### src/rtl/brick_hit_scorer.sv
// Brick-state and scoring stage: clears the brick the ball enters and tracks score, lives, win and game over.
// Optional COMBO_BONUS_EN macro scales points by a consecutive-hit combo counter.
module brick_hit_scorer #(
   parameter int POINTS_PER_BRICK = 1,
   parameter int LIVES            = 3,
   parameter int SCORE_MAX        = 999
) (
   input  logic        clock,
   input  logic        reset,
   input  logic        step,
   input  logic        miss,
   input  logic        plate_hit,
   input  logic [3:0]  Ball_rowIndex,
   input  logic [3:0]  Ball_colIndex,
   input  logic [3:0]  Ball_direction,
   output logic [55:0] bricks,
   output logic [9:0]  score,
   output logic [1:0]  lives,
   output logic        hit,
   output logic        busy,
   output logic        IsGameOver,
   output logic        IsWin
);

   typedef enum logic [1:0] {IDLE, CHECK, UPDATE, DONE} state_t;

   state_t      state;
   logic [3:0]  row_q, col_q, dir_q;
   logic [5:0]  tgt_idx;
   logic        tgt_ok;
   logic        miss_pend;
   logic [4:0]  tr, tc;
   logic [31:0] pts, sum;
   logic [9:0]  score_nx;
   logic [55:0] bricks_nx;
   logic        brick_there;

`ifdef COMBO_BONUS_EN
   logic [2:0]  combo;
   assign pts = POINTS_PER_BRICK * (32'(combo) + 32'd1);
`else
   logic        unused_plate_hit;
   assign unused_plate_hit = plate_hit;
   assign pts = POINTS_PER_BRICK;
`endif

   // Direction bits are {up, down, left, right}; an underflow wraps to 5'h1f and falls out of range.
   assign tr = {1'b0, row_q} + {4'b0, dir_q[2]} - {4'b0, dir_q[3]};
   assign tc = {1'b0, col_q} + {4'b0, dir_q[0]} - {4'b0, dir_q[1]};

   assign brick_there = tgt_ok & bricks[tgt_idx];
   assign bricks_nx   = bricks & ~(56'd1 << tgt_idx);
   assign sum         = 32'(score) + pts;
   assign score_nx    = (sum > SCORE_MAX) ? 10'(SCORE_MAX) : sum[9:0];

   always_ff @(posedge clock) begin
      if (!reset) begin
         state      <= IDLE;
         bricks     <= '1;
         score      <= '0;
         lives      <= 2'(LIVES);
         hit        <= 1'b0;
         busy       <= 1'b0;
         IsGameOver <= 1'b0;
         IsWin      <= 1'b0;
         miss_pend  <= 1'b0;
         row_q      <= '0;
         col_q      <= '0;
         dir_q      <= '0;
         tgt_idx    <= '0;
         tgt_ok     <= 1'b0;
`ifdef COMBO_BONUS_EN
         combo      <= '0;
`endif
      end else begin
         hit <= 1'b0;
         case (state)
            IDLE: begin
               if (miss || miss_pend) begin
                  miss_pend <= 1'b0;
                  lives     <= lives - 2'd1;
`ifdef COMBO_BONUS_EN
                  combo     <= '0;
`endif
                  if (lives == 2'd1) begin
                     IsGameOver <= 1'b1;
                     state      <= DONE;
                  end
               end else if (step) begin
                  row_q <= Ball_rowIndex;
                  col_q <= Ball_colIndex;
                  dir_q <= Ball_direction;
                  busy  <= 1'b1;
                  state <= CHECK;
               end
            end
            CHECK: begin
               if (miss) miss_pend <= 1'b1;
               tgt_idx <= {tr[2:0], tc[2:0]};
               tgt_ok  <= (tr <= 5'd6) && (tc <= 5'd7);
               state   <= UPDATE;
            end
            UPDATE: begin
               if (miss) miss_pend <= 1'b1;
               busy  <= 1'b0;
               state <= IDLE;
               if (brick_there) begin
                  bricks <= bricks_nx;
                  score  <= score_nx;
                  hit    <= 1'b1;
`ifdef COMBO_BONUS_EN
                  if (combo != 3'd7) combo <= combo + 3'd1;
`endif
                  if (bricks_nx == '0) begin
                     IsWin <= 1'b1;
                     state <= DONE;
                  end
               end
            end
            default: ;
         endcase
`ifdef COMBO_BONUS_EN
         // A plate bounce breaks the combo even if a hit lands in the same cycle.
         if (plate_hit && state != DONE) combo <= '0;
`endif
      end
   end

endmodule
### config.mk
export PLATFORM = sky130hd
export DESIGN_NAME = brick_hit_scorer
export DESIGN_NICKNAME = d
export VERILOG_FILES = /design/src/rtl/brick_hit_scorer.sv
export SDC_FILE = /design/constraint.sdc
export NUM_CORES = 1
export LEC_CHECK = 0
export BUFFER_PORTS_ARGS = -buffer_cell sky130_fd_sc_hd__buf_2
export CORE_UTILIZATION = 35
export CTS_CLUSTER_SIZE = 25
export DETAILED_ROUTE_END_ITERATION = 12
export GPL_ROUTABILITY_DRIVEN = 0
export PLACE_DENSITY = 0.61
export SLEW_MARGIN = 0
export SYNTH_ARGS = -nofsm -noshare
export SYNTH_HDL_FRONTEND = slang
export SYNTH_SLANG_ARGS = --single-unit
### constraint.sdc
create_clock -name clock -period 2.32 [get_ports clock]
set_input_delay 0.348 -clock clock [delete_from_list [all_inputs] [get_ports clock]]
set_output_delay 0.348 -clock clock [all_outputs]
set_load 0.02 [all_outputs]
# Yosys cells after proc, flatten, opt, wreduce, memory -nomap -nowiden
# Cells that the tools add are included.
dict set report op_classes {
  n_addsub 6
  magnitude_cmp 4
  eq_ne 9
  shift 1
  n_mux 16
  bitwise 4
  reduce_logical 17
}
# op n
set op_table {}
lappend op_table {{$and 56x56->56} 1}
lappend op_table {{$logic_not 56->1} 1}
lappend op_table {{$not 56->56} 1}
lappend op_table {{$shl 1x6->56 const A} 1}
lappend op_table {{$reduce_and 3->1} 6}
lappend op_table {{$add 10x1->11 const B} 1}
lappend op_table {{$gt 11x10->1 const B} 1}
lappend op_table {{$add 4x1->5} 2}
lappend op_table {{$le 5x3->1 const B} 2}
lappend op_table {{$mux 10} 1}
lappend op_table {{$mux 2} 5}
lappend op_table {{$sub 5x1->5} 2}
lappend op_table {{$lt 6x7->1 const B} 1}
lappend op_table {{$bmux 1 s6} 1}
lappend op_table {{$mux 1} 6}
lappend op_table {{$ne 2x2->1 const B} 3}
lappend op_table {{$ne 3x3->1 const B} 2}
lappend op_table {{$pmux 2 s3} 1}
lappend op_table {{$reduce_and 2->1} 3}
lappend op_table {{$eq 2x1->1 const B} 2}
lappend op_table {{$pmux 1 s2} 2}
lappend op_table {{$reduce_bool 2->1} 2}
lappend op_table {{$reduce_bool 3->1} 1}
lappend op_table {{$eq 2x2->1 const B} 1}
lappend op_table {{other kinds (8)} 8}
dict set report word_totals {
  reg_bits 94
  input_bits 17
  out_inout_bits 72
  word_cells 71
}

# Logic depth before layout (Yosys ltp)
dict set report logic_depth {
  word_depth 7
  ltp_mapped 12
  depth_no_buf 12
}

# Worst setup path after synthesis
# OpenSTA, ideal clock, no wires.
dict set report synth_path {
  path_type {flip-flop to flip-flop}
  from {register score[0]}
  to {register score[7]}
  t_arrival_ns 2.572
  slack_ns -0.310
  stages_incl_launch_ff 11
  n_path_buf 2
  period_less_slack_ns 2.630
  path_cell_list {dfxtp_1 > ha_1 > buf_2 > nand4_1 > or3_1 > a211oi_2 > o31ai_1 > or3b_1 > buf_2 > a21boi_0 > o221a_2}
}
dict set report synth_between {
  elab_chain_len 3
}
# item line
set synth_lines {}
lappend synth_lines {{from (decl)} 17} ;# output logic [9:0] score,
lappend synth_lines {{from (signal assigned)} 109} ;# score <= score_nx;
lappend synth_lines {{$add 10x1->11 *} 53} ;# assign sum = 32'(score) + pts;
lappend synth_lines {{$gt 11x10->1} 54} ;# assign score_nx = (sum > SCORE_MAX) ? 10'(SCORE_MAX) : sum[9:0];
lappend synth_lines {{$mux 10 *} 54}
# Mark *: on every way between the ends. The rest lies on a longest branch, timed or not.
# A chain may end at the register's enable or synchronous reset.

# Final worst setup path
dict set report layout_path {
  from {register tgt_idx[1]}
  to {register bricks[55]}
}
dict set report layout_between {
  elab_chain_len 4
  elab_cells_between_ends 7
  cone_classes {shift (1); mux (2); bitwise (3); reduce/logical (1)}
}
# item line
set layout_lines {}
lappend layout_lines {{from (decl)} 29} ;# logic [5:0] tgt_idx;
lappend layout_lines {{from (signal assigned)} 99} ;# tgt_idx <= {tr[2:0], tc[2:0]};
lappend layout_lines {{$bmux 1 s6} 51} ;# assign brick_there = tgt_ok & bricks[tgt_idx];
lappend layout_lines {{$mux 1 (not written as such)} 51}
lappend layout_lines {{$and 1x1->1} 51}
lappend layout_lines {{$reduce_and 2->1 (no source line)} n/a}
lappend layout_lines {{to (signal assigned)} 108} ;# bricks <= bricks_nx;
lappend layout_lines {{to (decl)} 16} ;# output logic [55:0] bricks,
# Parallel ways exist; a longest one is shown, timed or not. The select of a mux whose other input is x is not followed.

==> results.json <==
{
  "fp-row-count": 45,
  "cts_root_buf": "clkbuf_16",
  "sw_frac_of_total_pct": 35.35,
  "synth_area_um2": 5483,
  "maxCapViolations": 0,
  "grt_usage_pct": 24.14,
  "start_util_pct": 35.93,
  "vias_per_cell": 5.770,
  "postSynth.asyncResetShare_pct": 0,
  "ys_ff_latch": 94,
  "path_cells": "mux4_2 -> mux2_4 -> a2bb2oi_2 -> o311a_1 -> a41oi_4 -> nand2_2 -> inv_4 -> buf_12 -> a32oi_2",
  "cts_tree": "done",
  "die_area_um2": 16170,
  "wire_per_inst_um": 18.61,
  "syn_avg_cell_area_um2": 8.580,
  "grt_pass1_vias": 5734,
  "drt_pass1_iterations": 5,
  "rsz0062_at_grt": "yes",
  "cp.required_ps": 2590,
  "path_buf_inv": 2,
  "final_common_cell": "buf_4",
  "vias": 6030,
  "status": "complete, but fails checks",
  "cp_slowest_stage_delay_ps": 520,
  "antenna_found_initial": 0,
  "io_buffers": 87,
  "max_freq_mhz": 405.4,
  "yosysSeqAreaShare_pct": 34.32,
  "timing.final.ws_setup_ps": -146.9,
  "layout-drive-gt1-share_pct": 37.17,
  "critPathCaptureType": "flip-flop",
  "cts_buffer_depth": 2,
  "fin_crit_ps": 2467,
  "dp_hpwl_um": 14470,
  "p_int_uw": 3275,
  "arrival_ps": 2730,
  "clock_latency_ps": 350,
  "grt_overflow": 0,
  "hold_path_class": "input pin to flip-flop",
  "ff_latch_area_um2": 1896,
  "die_w_um": 127.2,
  "cp_top_family": "multiplexers",
  "violations": "negative setup slack",
  "p_clk_share_pct": 28.0,
  "synth_edf_count": 0,
  "power_frac_seq_pct": 35.8,
  "critPathKind": "flip-flop to flip-flop",
  "path_clk_slew_ps": 70,
  "slowest_stage": "mux4_2",
  "numCtsBuffers": 9,
  "power.static_leakage_uw": 0.002955,
  "fin_skew_ps": 11.75,
  "synth-warning-count": 0,
  "grt_pass1_wl_um": 30400,
  "finalHoldViolations": 0,
  "max_slew_margin_pct": 60.41,
  "synth_cells": 639,
  "ios": 89,
  "report.final.setup_viol": 64,
  "num-fill-cells": 1416,
  "syn2layout_area_growth_pct": 39.37,
  "antenna_left": 0,
  "totalWireLength_um": 19450,
  "nets": 865,
  "multi_input_area_um2": 3388,
  "grt_max_degree": 25,
  "drcViolationCount": 0,
  "clock-sinks": 94,
  "finalCritPeriodShare_pct": 106.3,
  "coreArea_um2": 15260,
  "powerDensity_nw_per_um2": 663.1,
  "most-common-layout-cells": "buf_4, dfxtp_1, buf_2",
  "total_power_uw": 5066,
  "die_y_um": 127.2,
  "first_iter_violations": 450,
  "maxSlewViolCount": 0,
  "crit_path_start_kind": "flip-flop",
  "comb_power_share_pct": 36.2,
  "crit_path_max_fanout": 22,
  "vdd_drop_max_v": 0.0005119,
  "worst_pin_slew_ps": 589.3,
  "synth_nets": 675,
  "ys_types": 73,
  "antenna_cells": 0,
  "switching_power_uw": 1791,
  "synth-main-ff-cell": "dfxtp_1",
  "place_ws_ps": -288.4,
  "h-tree-depth": 3
}
-- metrics by stage --
stage	util, %	instance area, µm²	TNS (ps)	std cells	hold WS (ps)
6_report	50.08	7641	-5067	1045	230.1
4_1_cts	49.44	7543	-4060	1045	221.3
3_5_place_dp	46.58	7107	-9304	1026	451.7
5_1_grt	50.08	7641	-10440	1045	233.5
2_1_floorplan	-	5519	-17.59	639	436.3
3_3_place_gp	46.58	7107	-7672	1026	447.2
-- routing by layer --
metal | track usage [%] | vias to the layer above | wire (µm)
met5 | 0 | - | 0
met4 | 13.10 | 0 | 843
met3 | 4.732 | 61 | 1333
met2 | 39.33 | 251 | 9024
met1 | 30.12 | 2941 | 8251
li1 | - | 2777 | -
-- power by group through the flow --
stage | sequential (µW) | combinational, µW | clock [µW]
floorplan | 1820 | 1050 | 0
global placement | 1840 | 1680 | 0
detailed placement | 1840 | 1730 | 0
CTS | 1810 | 1780 | 1450
global route | 1830 | 1970 | 1520
finish | 1820 | 1830 | 1420
-- registers in the layout (all words and copies together) (netlist names), 2 cells and up --
signal,count
bricks,56
col_q,4
lives,2
dir_q,4
tgt_idx,6
score,10
row_q,4
state,2
-- synthesized netlist by cell type, drive strengths merged (9+ instances only) --
| cell | n | share of area, % |
|---|---|---|
| nand3 | 13 | 1.2 |
| buf | 23 | 2.5 |
| inv | 50 | 3.4 |
| o32a | 12 | 2.2 |
| o22a | 9 | 1.4 |
| a32oi | 21 | 3.4 |
| nor3 | 15 | 1.5 |
| o32ai | 16 | 2.6 |
| a2bb2oi | 17 | 2.7 |
| clkbuf | 29 | 2.0 |
| mux2i | 14 | 2.6 |
| a21oi | 33 | 3.0 |
| o21ai | 13 | 1.2 |
| nor2b | 9 | 1.0 |
| nand2 | 68 | 4.7 |
| dfxtp | 94 | 34 |
| ha | 17 | 3.9 |
| nor2 | 46 | 3.1 |
-- worst reg2reg max path, stage by stage, from the launching register on --
cell       delay (ps)
dfxtp_4           430
mux4_2            520
mux2_4            300
a2bb2oi_2         130
o311a_1           210
a41oi_4           170
nand2_2           180
inv_4              70
buf_12            160
a32oi_2           220
-- kinds of logic after synthesis --
logic type                 share of synthesized area [%]
adders and majority gates                          4.610
buffers and inverters                              7.896
DFF                                                34.32
muxes                                              6.047
and+or+nand+nor                                    19.08
AOI/OAI and AO/OA                                  27.09
xor gates and xnor gates                          0.9585
-- area by class of cell --
class	instances	share of cell area (%)
clock buffers	11	3.177
clock inverters	5	0.4421
inverters	50	2.538
multi-input cells	443	44.34
flip-flops and latches	94	24.81
well taps	211	3.455
repair buffers	231	21.24
-- worst paths after layout --
path,end,startpoint,depth (start not counted),slack (ps)
min,col_q[0],Ball_colIndex[0],3,230
max,bricks[55],tgt_idx[1],9,-150
min reg2reg,dir_q[2],dir_q[2],2,460
max reg2reg,bricks[55],tgt_idx[1],9,-150
-- timing repair --
item | 4_1_cts | 5_1_grt
hold buffers | 0 | 0
gates cloned | 1 | 0
buffers inserted | 2 | 0
gates resized for setup | 33 | 18
pin swaps | 15 | 9
setup endpoints to repair | 70 | 71
Note: power is estimated with default switching activity, not from simulation.
